[src/rtl/cflog_pkg.sv]
// Shared types for the control-flow log flush controller: FSM states, cause codes, defaults.
package cflog_pkg;

    typedef enum logic [2:0] {
        ST_IDLE,
        ST_NMI,
        ST_HDR,
        ST_READ,
        ST_SEND,
        ST_DONE
    } state_e;

    typedef logic [1:0] cause_t;

    localparam cause_t      CAUSE_NONE   = 2'b00;
    localparam cause_t      CAUSE_FLUSH  = 2'b01;
    localparam cause_t      CAUSE_ER     = 2'b10;
    localparam cause_t      CAUSE_BOOT   = 2'b11;
    localparam logic [15:0] LOG_SIZE_DEF = 16'h0080;
    localparam int          CNT_W_DEF    = 14;

    function automatic logic [15:0] sat_count(input logic [15:0] ptr, input logic [15:0] lim);
        return (ptr > lim) ? lim : ptr;
    endfunction

endpackage

[src/rtl/cflog_trig_arb.sv]
// Trigger arbiter: remembers triggers seen while busy and hands out the highest-priority one in IDLE.
module cflog_trig_arb
    import cflog_pkg::*;
(
    input  logic   clk_i,
    input  logic   puc_i,
    input  logic   boot_i,
    input  logic   er_done_i,
    input  logic   flush_req_i,
    input  logic   idle_i,
    output logic   valid_o,
    output cause_t cause_o
);

    // Bit order {boot, er_done, flush} matches priority high to low.
    logic [2:0] pend_q, pend_d;
    logic [2:0] req;
    logic [2:0] gnt;

    assign req = pend_q | {boot_i, er_done_i, flush_req_i};

    always_comb begin
        gnt     = 3'b000;
        cause_o = CAUSE_NONE;
        if (req[2]) begin
            gnt     = 3'b100;
            cause_o = CAUSE_BOOT;
        end else if (req[1]) begin
            gnt     = 3'b010;
            cause_o = CAUSE_ER;
        end else if (req[0]) begin
            gnt     = 3'b001;
            cause_o = CAUSE_FLUSH;
        end
        pend_d = req & ~(idle_i ? gnt : 3'b000);
    end

    assign valid_o = idle_i && (req != 3'b000);

    always_ff @(posedge clk_i) begin
        if (puc_i) pend_q <= 3'b000;
        else       pend_q <= pend_d;
    end

endmodule

[src/rtl/cflog_flush_ctrl.sv]
// Flush controller: raises an NMI, then streams a header and the log contents to the TX sink.
module cflog_flush_ctrl
    import cflog_pkg::*;
#(
    parameter logic [15:0] LOG_SIZE = LOG_SIZE_DEF,
    parameter int          CNT_W    = CNT_W_DEF
) (
    input  logic        clk,
    input  logic        puc,
    input  logic        flush_req,
    input  logic        er_done,
    input  logic        boot,
    input  logic [15:0] log_ptr,
    input  logic        tcb_ack,
    output logic        log_rd_en,
    output logic [15:0] log_rd_addr,
    input  logic [15:0] log_rd_data,
    output logic [15:0] tx_data,
    output logic        tx_valid,
    input  logic        tx_ready,
    output logic        acfa_nmi,
    output logic        log_clear,
    output logic        busy
);

    state_e      state_q, state_d;
    cause_t      cause_q, cause_d;
    logic [15:0] count_q, count_d;
    logic [15:0] idx_q, idx_d;
    logic [15:0] tx_q, tx_d;
    logic        fresh_q, fresh_d;
    logic        trig_vld;
    cause_t      trig_cause;
    logic [15:0] hdr;

    cflog_trig_arb u_arb (
        .clk_i       (clk),
        .puc_i       (puc),
        .boot_i      (boot),
        .er_done_i   (er_done),
        .flush_req_i (flush_req),
        .idle_i      (state_q == ST_IDLE),
        .valid_o     (trig_vld),
        .cause_o     (trig_cause)
    );

    assign hdr  = 16'({cause_q, count_q[CNT_W-1:0]});
    assign busy = (state_q != ST_IDLE);
    // Read data is only valid in the first SEND cycle; pass it through then, hold the copy after.
    assign tx_data = (state_q == ST_SEND && fresh_q) ? log_rd_data : tx_q;

    always_comb begin
        state_d     = state_q;
        cause_d     = cause_q;
        count_d     = count_q;
        idx_d       = idx_q;
        tx_d        = tx_q;
        fresh_d     = 1'b0;
        acfa_nmi    = 1'b0;
        log_rd_en   = 1'b0;
        log_rd_addr = 16'h0000;
        log_clear   = 1'b0;
        tx_valid    = 1'b0;
        case (state_q)
            ST_IDLE: begin
                if (trig_vld) begin
                    cause_d = trig_cause;
                    count_d = sat_count(log_ptr, LOG_SIZE);
                    state_d = ST_NMI;
                end
            end
            ST_NMI: begin
                acfa_nmi = 1'b1;
                if (tcb_ack) begin
                    tx_d    = hdr;
                    state_d = ST_HDR;
                end
            end
            ST_HDR: begin
                tx_valid = 1'b1;
                if (tx_ready) begin
                    idx_d   = 16'h0000;
                    state_d = (count_q == 16'h0000) ? ST_DONE : ST_READ;
                end
            end
            ST_READ: begin
                log_rd_en   = 1'b1;
                log_rd_addr = idx_q;
                fresh_d     = 1'b1;
                state_d     = ST_SEND;
            end
            ST_SEND: begin
                tx_valid = 1'b1;
                if (fresh_q) tx_d = log_rd_data;
                if (tx_ready) begin
                    idx_d   = idx_q + 16'd1;
                    state_d = (idx_q == count_q - 16'd1) ? ST_DONE : ST_READ;
                end
            end
            ST_DONE: begin
                log_clear = 1'b1;
                state_d   = ST_IDLE;
            end
            default: state_d = ST_IDLE;
        endcase
    end

    always_ff @(posedge clk) begin
        if (puc) begin
            state_q <= ST_IDLE;
            cause_q <= CAUSE_NONE;
            count_q <= 16'h0000;
            idx_q   <= 16'h0000;
            tx_q    <= 16'h0000;
            fresh_q <= 1'b0;
        end else begin
            state_q <= state_d;
            cause_q <= cause_d;
            count_q <= count_d;
            idx_q   <= idx_d;
            tx_q    <= tx_d;
            fresh_q <= fresh_d;
        end
    end

endmodule

[config.mk]
export PLATFORM = sky130hd
export DESIGN_NAME = cflog_flush_ctrl
export DESIGN_NICKNAME = d
export VERILOG_FILES = /design/src/rtl/cflog_pkg.sv /design/src/rtl/cflog_trig_arb.sv /design/src/rtl/cflog_flush_ctrl.sv
export SDC_FILE = /design/constraint.sdc
export NUM_CORES = 1
export LEC_CHECK = 0
export BUFFER_PORTS_ARGS = -buffer_cell sky130_fd_sc_hd__buf_2
export CAP_MARGIN = 20
export CORE_MARGIN = 2
export CORE_UTILIZATION = 45
export CTS_CLUSTER_DIAMETER = 40
export DETAILED_ROUTE_END_ITERATION = 6
export GPL_TIMING_DRIVEN = 0
export PLACE_DENSITY = 0.65
export SLEW_MARGIN = 20
export SYNTH_ARGS = -nofsm -noshare
export SYNTH_HDL_FRONTEND = slang
export SYNTH_SLANG_ARGS = --single-unit
[constraint.sdc]
create_clock -name clk -period 6.25 [get_ports clk]
set_input_delay 0.625 -clock clk [delete_from_list [all_inputs] [get_ports clk]]
set_output_delay 0.625 -clock clk [all_outputs]
set_load 0.01 [all_outputs]
==> results.sh <==
export IMPL_drc=0
export IMPL_clk_path_buf_depth=2
export IMPL_end_kind="output port"
export IMPL_yosys_cell_types_count=53
export IMPL_synth_fa_ha_area_share_pct=0.7660
export IMPL_slew_headroom_pct=46.45
export IMPL_synth_top_family_by_area="simple AND/OR/NAND/NOR gates"
export IMPL_leakagePower_nw=1.670
export IMPL_overflow=0
export IMPL_antenna_found_initial=0
export IMPL_core_area_sq_um=7137
export IMPL_final_cell_mix="buf_2 (79), nor2_1 (59), dfxtp_1 (57)"
export IMPL_async_flop_share_pct=0
export IMPL_start_util_pct=45.77
export IMPL_post_cts_resized=0
export IMPL_dr_pass1_iters=6
export IMPL_grt_setup_unrepaired="no"
export IMPL_status="complete, no violations"
export IMPL_synth_mux_area_share_pct=10.72
export IMPL_grt_max_degree=11
export IMPL_drt_total_wl_mm=8.795
export IMPL_cts_root_buf="clkbuf_8"
export IMPL_p_per_area_nw_per_um2=235.4
export IMPL_die_x_um=89.21
export IMPL_cts_setup_buffers=0
export IMPL_dieArea_sq_um=7958
export IMPL_syn_cell_area_sq_um=3267
export IMPL_min_to="cause_q[1]"
export IMPL_grt_pass1_wl_mm=13.60
export IMPL_gp_congestion=0.8577
export IMPL_via_per_inst=5.531
export IMPL_fin_crit_ns=3.557
export IMPL_ant_nets=0
export IMPL_cts_hold_fix_buffers=0
export IMPL_yosysWarnings=0
export IMPL_fin_setup_tns_ns=0
export IMPL_dr_total_vias=3175
export IMPL_synth_edff_count=0
export IMPL_rr_startpoint="count_q[0]"
export IMPL_dpl_worst_slack_ns=3.074
export IMPL_tightestPinTransition_ns=0.7984
export IMPL_final_common_cell="buf_2"
export IMPL_max_freq_mhz=281.2
export IMPL_worst_slack_ns=2.693
export IMPL_numPortBuffers=75
export IMPL_netlist_area_leader_share_pct=34.93
export IMPL_holdCritPathClass="register to register"
export IMPL_synth_simple_area_share_pct=26.77
export IMPL_start_kind="register"
export IMPL_placementRows=31
export IMPL_reg2reg_to="state_q[2]"
export IMPL_crit_type="register to output port"
export IMPL_cp_arrival_ns=2.93
export IMPL_synth_seq_area_share_pct=34.93
export IMPL_drt_wirelength_per_cell_um=15.32
export IMPL_slew_viol_final=0
export IMPL_htree_levels=3
export IMPL_dp_hpwl_mm=6.465
export IMPL_finClkSkew_ns=0.009311
export IMPL_reg2reg_depth=10
export IMPL_hold_start="cause_q[1]"
export IMPL_ys_ff_latch=57
export IMPL_postSynthCellCount=385
export IMPL_final_nets=512
export IMPL_cp_max_fo=10
export IMPL_power_mw=0.9412
export IMPL_dp_cells=559
export IMPL_multiInputGateArea_sq_um=1993
export IMPL_r2r_setup_slack_ns=3.20
export IMPL_finalCritPeriodShare_pct=56.91
export IMPL_numCtsBuffers=9
export IMPL_clkLatencyLatePin_ns=0.34
export IMPL_grt_usage_pct=22.46
export IMPL_drive_gt1_share_pct=24.84
export IMPL_synth_compound_area_share_pct=15.51
export IMPL_ys_dominant_reg_cell="dfxtp_1"
export IMPL_synth_xor_area_share_pct=7.239
export IMPL_peakVddDrop_mv=0.1191
export IMPL_first_iter_violations=165
export IMPL_syn_nets=426
export IMPL_grt_pass1_vias=2807
export IMPL_synthToLayoutAreaGrowth_pct=22.37
export IMPL_cp_required_ns=5.62
export IMPL_maxCapViolations=0
export IMPL_clk_pin_slew_worst_paths_ns=0.06
export IMPL_postSynthAreaPerCell_sq_um=8.485
export IMPL_synth_top_area_cell="dfxtp_1"
export IMPL_die_h_um=89.21
export IMPL_cts_tree="yes"
export IMPL_finalNonFillerCells=574
export IMPL_setup_viol_count_final=0
export IMPL_clock_sinks=57
export IMPL_hold_depth=2
export IMPL_seqCellArea_sq_um=1141
export IMPL_synth_area_leaders="dfxtp_1 (35%), nor2_1 (6.8%), mux2_2 (5.5%)"
export IMPL_n_antenna_cell=0
export IMPL_hold_viol_final=0
export IMPL_ioPinCount=76
export IMPL_nFillCells=711
## cell families (layout without fill, tap and decap cells)
| family | after synthesis | after routing |
|---|---|---|
| xor+xnor | 27 | 27 |
| fa+ha+maj | 2 | 2 |
| flops | 57 | 57 |
| simple gates | 163 | 163 |
| buf+inv | 31 | 121 |
| mux | 33 | 33 |
| compound gates | 72 | 72 |
## per-stage QoR
step / utilization [%] / hold slack, ns / cell area [sq um]
floorplan: - / 0.4490 / 3267
global placement: 52.77 / 0.4619 / 3766
detailed placement: 52.77 / 0.4838 / 3766
CTS: 56.01 / 0.4879 / 3998
global route: 56.01 / 0.5218 / 3998
finish: 56.01 / 0.4759 / 3998
## synthesized netlist by cell type (all sizes together) (3+ instances only)
cell / number
buf: 9
nor3: 12
nand3: 7
or4: 3
nand2b: 4
o21ai: 5
mux2: 16
dfxtp: 57
and3: 18
nand3b: 3
a211oi: 21
and2: 13
o21a: 4
clkbuf: 15
nand2: 17
nor2: 59
mux2i: 17
xor2: 10
a21oi: 13
inv: 7
a31oi: 3
a21o: 3
o22ai: 3
a22oi: 8
nor2b: 5
xnor2: 17
or3: 3
nor4: 10
## critical path, cell delays in order, from the launching register on
cell	delay [ns]
dfxtp_1	0.30
clkbuf_1	0.31
nand2b_1	0.15
nor2_1	0.17
and2_1	0.15
clkbuf_1	0.39
clkbuf_1	0.54
mux2_2	0.42
buf_2	0.14
## routing by layer
layer	part of all wire, %	routed length, um	GRT usage (%)
met5	0	0	0
met1	47	4135	31.10
met3	5.7	499	4.155
met4	1.8	161	9.362
met2	45	3999	34.41
## worst max-delay path by stage
stage                     startpoint          end  slack, ns
after global placement    state_q[2]  tx_data[12]       3.09
final                     state_q[2]  tx_data[12]       2.69
after floorplan           state_q[2]  tx_data[10]       3.70
after detailed placement  state_q[2]  tx_data[12]       3.07
after global routing      state_q[2]  tx_data[12]       2.54
after CTS                 state_q[2]  tx_data[12]       2.70
## power by group
| group | internal, mW | switching [mW] |
|---|---|---|
| logic | 0.0568 | 0.0806 |
| registers | 0.379 | 0.0118 |
| clock network | 0.261 | 0.152 |
## cell type report
cell class	count	area share, %
Buffer	24	2.660
Clock buffer	9	3.099
Clock inverter	6	2.692
Inverter	7	0.6573
Multi-Input combinational cell	297	49.86
Sequential cell	57	28.54
Tap cell	99	3.099
Timing Repair Buffer	75	9.390
## sequential cells by signal, summed over array words and instances (netlist names)
name,cells
u_arb.pend_q,3
idx_q,16
cause_q,2
fresh_q,1
state_q,3
count_q,16
tx_q,16
(Power assumes the default switching activity.)
